$ cat src/rtl/alu_pkg.sv
// Opcode map, FSM state encoding and opcode helper shared by the multi-cycle ALU and its multiplier.
// Pure definitions: no latency, no flow control.
package alu_pkg;

  localparam int OPW = 4;

  localparam logic [OPW-1:0] ALU_ADD = 4'd0;
  localparam logic [OPW-1:0] ALU_SUB = 4'd1;
  localparam logic [OPW-1:0] ALU_SLL = 4'd2;
  localparam logic [OPW-1:0] ALU_SRL = 4'd3;
  localparam logic [OPW-1:0] ALU_SRA = 4'd4;
  localparam logic [OPW-1:0] ALU_AND = 4'd5;
  localparam logic [OPW-1:0] ALU_OR  = 4'd6;
  localparam logic [OPW-1:0] ALU_XOR = 4'd7;
  localparam logic [OPW-1:0] ALU_MUL = 4'd8;

  typedef enum logic [1:0] {
    S_IDLE = 2'd0,
    S_MUL  = 2'd1,
    S_DONE = 2'd2
  } state_t;

  function automatic logic op_is_valid(input logic [OPW-1:0] op);
    return (op <= ALU_MUL);
  endfunction

endpackage

$ cat src/rtl/shift_add_multiplier.sv
// Unsigned W x W shift-add multiplier, one multiplier bit per cycle LSB first; o_done marks the W-th step.
// o_product is the combinational post-step value, so it is final in the o_done cycle; no backpressure.
module shift_add_multiplier #(
  parameter  int W   = 16,
  localparam int SHW = $clog2(W)
) (
  input  logic           i_clk,
  input  logic           i_rst,
  input  logic           i_start,
  input  logic [W-1:0]   i_a,
  input  logic [W-1:0]   i_b,
  output logic           o_busy,
  output logic           o_done,
  output logic [2*W-1:0] o_product
);

  localparam logic [SHW-1:0] LAST_STEP = SHW'(W - 1);

  logic [2*W-1:0] r_mcand;
  logic [2*W-1:0] r_acc;
  logic [W-1:0]   r_mplier;
  logic [SHW-1:0] r_cnt;
  logic           r_busy;
  logic [2*W-1:0] w_acc_nxt;

  assign w_acc_nxt = r_acc + (r_mplier[0] ? r_mcand : '0);

  always_ff @(posedge i_clk) begin
    if (i_rst) begin
      r_mcand  <= '0;
      r_acc    <= '0;
      r_mplier <= '0;
      r_cnt    <= '0;
      r_busy   <= 1'b0;
    end else if (i_start) begin
      r_mcand  <= {{W{1'b0}}, i_a};
      r_acc    <= '0;
      r_mplier <= i_b;
      r_cnt    <= '0;
      r_busy   <= 1'b1;
    end else if (r_busy) begin
      r_acc    <= w_acc_nxt;
      r_mcand  <= r_mcand << 1;
      r_mplier <= r_mplier >> 1;
      r_cnt    <= r_cnt + 1'b1;
      if (r_cnt == LAST_STEP) begin
        r_busy <= 1'b0;
      end
    end
  end

  assign o_busy    = r_busy;
  assign o_done    = r_busy && (r_cnt == LAST_STEP);
  assign o_product = w_acc_nxt;

endmodule

$ cat src/rtl/multicycle_alu.sv
// W-bit ALU with registered result/flags: 1-cycle latency for simple ops, W+1 for MUL, accept-to-valid.
// Accepts only in IDLE; the result is held in DONE until input_Ready, so one op in flight at a time.
module multicycle_alu
  import alu_pkg::*;
#(
  parameter  int W   = 16,
  localparam int SHW = $clog2(W)
) (
  input  logic           input_CLK,
  input  logic           input_Reset,
  input  logic           input_Valid,
  output logic           output_Ready,
  input  logic [W-1:0]   input_A,
  input  logic [W-1:0]   input_B,
  input  logic [OPW-1:0] input_ALUOp,
  output logic           output_Valid,
  input  logic           input_Ready,
  output logic [W-1:0]   output_ALU,
  output logic           output_Zero,
  output logic           output_negative,
  output logic           output_Carry,
  output logic           output_Overflow,
  output logic           output_Error
);

  state_t         r_state;
  logic           r_valid;
  logic [W-1:0]   r_alu;
  logic           r_zero;
  logic           r_neg;
  logic           r_carry;
  logic           r_ovf;
  logic           r_err;

  logic           w_accept;
  logic           w_mul_start;
  logic           w_mul_busy;
  logic           w_mul_done;
  logic [2*W-1:0] w_product;

  logic [W:0]     w_sum;
  logic [W:0]     w_diff;
  logic [W-1:0]   w_sra;
  logic [SHW-1:0] w_sh;
  logic           w_sh_big;
  logic [W-1:0]   w_res;
  logic           w_carry;
  logic           w_ovf;
  logic           w_err;

  assign output_Ready = (r_state == S_IDLE);
  assign w_accept     = input_Valid && output_Ready;
  assign w_mul_start  = w_accept && (input_ALUOp == ALU_MUL) && !input_Reset;

  shift_add_multiplier #(.W(W)) u_mul (
    .i_clk     (input_CLK),
    .i_rst     (input_Reset),
    .i_start   (w_mul_start),
    .i_a       (input_A),
    .i_b       (input_B),
    .o_busy    (w_mul_busy),
    .o_done    (w_mul_done),
    .o_product (w_product)
  );

  // The whole of B is the shift amount: any bit at or above SHW means a shift of W or more.
  assign w_sh     = input_B[SHW-1:0];
  assign w_sh_big = |input_B[W-1:SHW];
  assign w_sum    = {1'b0, input_A} + {1'b0, input_B};
  assign w_diff   = {1'b0, input_A} - {1'b0, input_B};
  assign w_sra    = $signed(input_A) >>> w_sh;
  assign w_err    = !op_is_valid(input_ALUOp);

  always_comb begin
    w_res   = '0;
    w_carry = 1'b0;
    w_ovf   = 1'b0;
    case (input_ALUOp)
      ALU_ADD: begin
        w_res   = w_sum[W-1:0];
        w_carry = w_sum[W];
        w_ovf   = (input_A[W-1] == input_B[W-1]) && (w_sum[W-1] != input_A[W-1]);
      end
      ALU_SUB: begin
        w_res   = w_diff[W-1:0];
        w_carry = w_diff[W];
        w_ovf   = (input_A[W-1] != input_B[W-1]) && (w_diff[W-1] != input_A[W-1]);
      end
      ALU_SLL: w_res = w_sh_big ? '0 : (input_A << w_sh);
      ALU_SRL: w_res = w_sh_big ? '0 : (input_A >> w_sh);
      ALU_SRA: w_res = w_sh_big ? {W{input_A[W-1]}} : w_sra;
      ALU_AND: w_res = input_A & input_B;
      ALU_OR:  w_res = input_A | input_B;
      ALU_XOR: w_res = input_A ^ input_B;
      default: w_res = '0;
    endcase
  end

  always_ff @(posedge input_CLK) begin
    if (input_Reset) begin
      r_state <= S_IDLE;
      r_valid <= 1'b0;
      r_alu   <= '0;
      r_zero  <= 1'b0;
      r_neg   <= 1'b0;
      r_carry <= 1'b0;
      r_ovf   <= 1'b0;
      r_err   <= 1'b0;
    end else begin
      case (r_state)
        S_IDLE: begin
          if (w_accept) begin
            if (input_ALUOp == ALU_MUL) begin
              r_state <= S_MUL;
            end else begin
              r_state <= S_DONE;
              r_valid <= 1'b1;
              r_alu   <= w_res;
              r_zero  <= (w_res == '0);
              r_neg   <= w_res[W-1];
              r_carry <= w_carry;
              r_ovf   <= w_ovf;
              r_err   <= w_err;
            end
          end
        end
        S_MUL: begin
          // Flags are taken only from the completed product, never from partial sums.
          if (w_mul_done) begin
            r_state <= S_DONE;
            r_valid <= 1'b1;
            r_alu   <= w_product[W-1:0];
            r_zero  <= (w_product[W-1:0] == '0);
            r_neg   <= w_product[W-1];
            r_carry <= |w_product[2*W-1:W];
            r_ovf   <= 1'b0;
            r_err   <= 1'b0;
          end else if (!w_mul_busy) begin
            r_state <= S_IDLE;
          end
        end
        S_DONE: begin
          if (input_Ready) begin
            r_state <= S_IDLE;
            r_valid <= 1'b0;
          end
        end
        default: begin
          r_state <= S_IDLE;
          r_valid <= 1'b0;
        end
      endcase
    end
  end

  assign output_Valid    = r_valid;
  assign output_ALU      = r_alu;
  assign output_Zero     = r_zero;
  assign output_negative = r_neg;
  assign output_Carry    = r_carry;
  assign output_Overflow = r_ovf;
  assign output_Error    = r_err;

endmodule

$ cat config.mk
export PLATFORM = sky130hd
export DESIGN_NAME = multicycle_alu
export DESIGN_NICKNAME = d
export VERILOG_FILES = /design/src/rtl/alu_pkg.sv /design/src/rtl/shift_add_multiplier.sv /design/src/rtl/multicycle_alu.sv
export SDC_FILE = /design/constraint.sdc
export NUM_CORES = 1
export LEC_CHECK = 0
export BUFFER_PORTS_ARGS = -buffer_cell sky130_fd_sc_hd__buf_2
export CAP_MARGIN = 10
export CORE_MARGIN = 2
export CORE_UTILIZATION = 63
export DETAILED_ROUTE_END_ITERATION = 6
export PLACE_DENSITY = 0.89
export SETUP_SLACK_MARGIN = 0.5
export SYNTH_ARGS = -nofsm -noshare
export SYNTH_HDL_FRONTEND = slang
export SYNTH_SLANG_ARGS = --single-unit
$ cat constraint.sdc
create_clock -name input_CLK -period 4.4 [get_ports input_CLK]
set_input_delay 0.66 -clock input_CLK [delete_from_list [all_inputs] [get_ports input_CLK]]
set_output_delay 0.66 -clock input_CLK [all_outputs]
set_load 0.01 [all_outputs]
==> flow_metrics.env <==
export IMPL_vias=11593
export IMPL_async_reset_ff_share_pct=0
export IMPL_path_cells="and2_1 -> ha_1 -> fa_1 -> a211oi_2 -> o211ai_1 -> a31oi_2 -> o221ai_2 -> and4b_1 -> nor4_2 -> nand4_1 -> nor4_4 -> a21oi_1"
export IMPL_slew_violations=0
export IMPL_yosys_register_bits=108
export IMPL_area_delta_synth_final_pct=6.23
export IMPL_layout_common_cells="nor2_1, a21oi_1, dfxtp_1"
export IMPL_cp_end_kind="flip-flop"
export IMPL_synth_edf_count=0
export IMPL_place_gp_congestion=1.06
export IMPL_gr_total_overflow=0
export IMPL_fin_skew_ns=0.0157
export IMPL_synth_top_area_share_pct=19.5
export IMPL_p_sw_share_pct=35.2
export IMPL_synth_area_per_cell_sq_um=7.76
export IMPL_dieArea_sq_um=18700
export IMPL_finalWirelength_microns=36800
export IMPL_path_class="flip-flop to flip-flop"
export IMPL_ios=63
export IMPL_top_usage_layer="met2"
export IMPL_antenna_found_initial=0
export IMPL_maxSlewHeadroom_pct=30.4
export IMPL_start_util_pct=64.3
export IMPL_wire_per_inst_microns=22.2
export IMPL_fin_tns_setup_ns=0
export IMPL_status="finished, final reports clean"
export IMPL_p_leak_uw=0.00474
export IMPL_met2_usage_pct=57.4
export IMPL_p_per_area_nw_per_um2=218
export IMPL_fin_crit_ns=3.69
export IMPL_rsz0062_at_grt="false"
export IMPL_yosys_warnings=0
export IMPL_crit_path_top_delay_cell="fa_1"
export IMPL_drive_gt1_share_pct=12.4
export IMPL_dp_hpwl_microns=27100
export IMPL_hold_violations=0
export IMPL_layoutNonFillerInstCount=1661
export IMPL_drc_errors=0
export IMPL_ir_drop_mv=0.389
export IMPL_nNetsFinal=1558
export IMPL_max_stage_delay_ns=0.47
export IMPL_seq_area_frac_synth_pct=19.5
export IMPL_ctsLongestPathBuffers=2
export IMPL_postCtsSetupRepairBufs=0
export IMPL_cts_root_buf="clkbuf_16"
export IMPL_die_h_microns=137
export IMPL_postRouteAntennaNets=0
export IMPL_fill_cells=1454
export IMPL_crit_arrival_ns=3.93
export IMPL_p_switching_uw=902
export IMPL_grt_util_met1_pct=55.8
export IMPL_seqPwrFrac_pct=39.5
export IMPL_setup_violations=0
export IMPL_die_width_microns=137
export IMPL_rows=48
export IMPL_synth_area_leader_cell="dfxtp_1"
export IMPL_max_freq_mhz=271
export IMPL_p_int_uw=1660
export IMPL_cts_tree="yes"
export IMPL_antenna_cells=0
export IMPL_synthTopCellsByArea="dfxtp_1, ha_1, mux2i_1"
export IMPL_first_global_vias=10268
export IMPL_fin_util_pct=68.3
export IMPL_worst_slew_pin_slew_ns=1.04
export IMPL_pwr_share_clk_pct=33.3
export IMPL_cts_buffers=9
export IMPL_cts_sinks=108
export IMPL_met3_usage_pct=8.00
export IMPL_dp_cells=1645
export IMPL_ys_flop_type="dfxtp_1"
export IMPL_cp_required_ns=4.64
export IMPL_drt_iter0_markers=1803
export IMPL_viasPerCell=6.98
export IMPL_synth_nets=1554
export IMPL_cts_hold_buffers=0
export IMPL_worst_setup_path_start_kind="flip-flop"
export IMPL_grt_pass1_wl_microns=57200
export IMPL_dr_pass1_iters=6
export IMPL_grt_max_degree=64
export IMPL_p_comb_share_pct=27.2
export IMPL_clk_latency_ns=0.37
export IMPL_yosysUniqueCellTypes=91
export IMPL_netlist_instances=1427
export IMPL_htree_num_levels=3
export IMPL_core_area_sq_um=17200
export IMPL_crit_fanout=19
export IMPL_hold_class="flip-flop to flip-flop"
export IMPL_syn_cell_area_sq_um=11100
export IMPL_grt_usage_pct=39.2
export IMPL_final_common_cell="nor2_1"
export IMPL_clk_pin_slew_ns=0.08
export IMPL_portBuffers=62
export IMPL_fin_crit_sh_pct=83.8
export IMPL_maxCapViolCount=0
==> power groups by stage <==
| stage | Clock, uW | Sequential [uW] | Combinational (uW) |
|---|---|---|---|
| final | 853 | 1010 | 697 |
| after global routing | 896 | 1010 | 742 |
| after CTS | 860 | 1010 | 669 |
| after detailed placement | 0 | 1030 | 664 |
| after global placement | 0 | 1030 | 658 |
| after floorplan | 0 | 1030 | 464 |
==> per-layer routing <==
metal | vias up | routed length [microns]
met5 | - | 0
met4 | 0 | 1850
met2 | 848 | 15100
met3 | 163 | 4560
met1 | 5318 | 15300
li1 | 5264 | -
==> final timing paths <==
kind / depth (start not counted) / slack (ns) / to / from
hold / removal: 2 / 0.45 / output_ALU[6] / output_ALU[6]
hold reg to reg: 2 / 0.45 / output_ALU[6] / output_ALU[6]
setup / recovery: 12 / 0.71 / output_Carry / u_mul.r_mplier[0]
setup reg to reg: 12 / 0.71 / output_Carry / u_mul.r_mplier[0]
==> registers in the layout, summed over array words and instances, names as in the netlist, 2 cells and up <==
name,flops
output_ALU,16
r_state,2
u_mul.r_acc,32
u_mul.r_cnt,4
u_mul.r_mcand,32
u_mul.r_mplier,16
==> area by class of cell <==
cell class / count / area, sq um / share of cell area, %
Timing Repair Buffer: 93 / 556 / 4.72
Multi-Input combinational cell: 1160 / 8230 / 69.9
Tap cell: 225 / 282 / 2.39
Inverter: 59 / 221 / 1.88
Sequential cell: 108 / 2170 / 18.4
Clock inverter: 7 / 86.3 / 0.733
Clock buffer: 9 / 225 / 1.91
==> cells by family (layout without fill, tap and decap cells) <==
group / after synthesis / after routing / synth area share (%)
DFF: 108 / 108 / 19.5
adders and majority gates: 87 / 87 / 10.0
AOI/OAI and AO/OA: 421 / 421 / 25.4
and+or+nand+nor: 496 / 496 / 22.2
xor gates and xnor gates: 36 / 36 / 2.98
buffers and inverters: 159 / 168 / 6.76
muxes: 120 / 120 / 13.1
==> cell usage after synthesis (8+ instances only) <==
master,n
inv_1,56
and2_1,38
ha_1,84
mux2i_1,89
nor3_1,36
nand4_1,16
or2_2,8
clkbuf_1,66
nand2_1,91
o21a_1,14
xnor2_1,20
nor4_1,13
and3_1,8
a211oi_1,46
a31oi_1,17
a22oi_1,14
a21o_1,24
mux2_2,13
o22ai_1,13
a221oi_1,10
nand3_1,31
dfxtp_1,108
o211ai_1,28
mux4_2,15
nor2_1,176
buf_2,9
nand2b_1,19
xor2_1,15
a21oi_1,108
buf_6,10
nor2b_1,17
o21ai_0,62
==> worst max-delay path: cells and delay by family (launching register included) <==
family,cells,cell delay (ns)
adder cells (fa/ha/maj),2,0.70
AND/OR/NAND/NOR,5,1.37
AO/OA/AOI/OAI,5,1.07
flip-flops,1,0.42
==> stage by stage <==
step	cell area, sq um	power, uW	worst slack [ns]	hold slack [ns]
after CTS	11700	2540	0.558	0.451
after detailed placement	11400	1700	0.299	0.442
after global placement	11400	1690	0.373	0.436
after floorplan	11100	1500	0.746	0.450
final	11800	2560	0.711	0.448
after global routing	11800	2650	0.539	0.478
==> repair_timing <==
action / in CTS / in global routing
setup endpoints to repair: 1 / 1
pin swaps: 0 / 1
resized for setup: 2 / 11
cloned: 0 / 0
No activity file was read; power rests on OpenSTA's default activity.
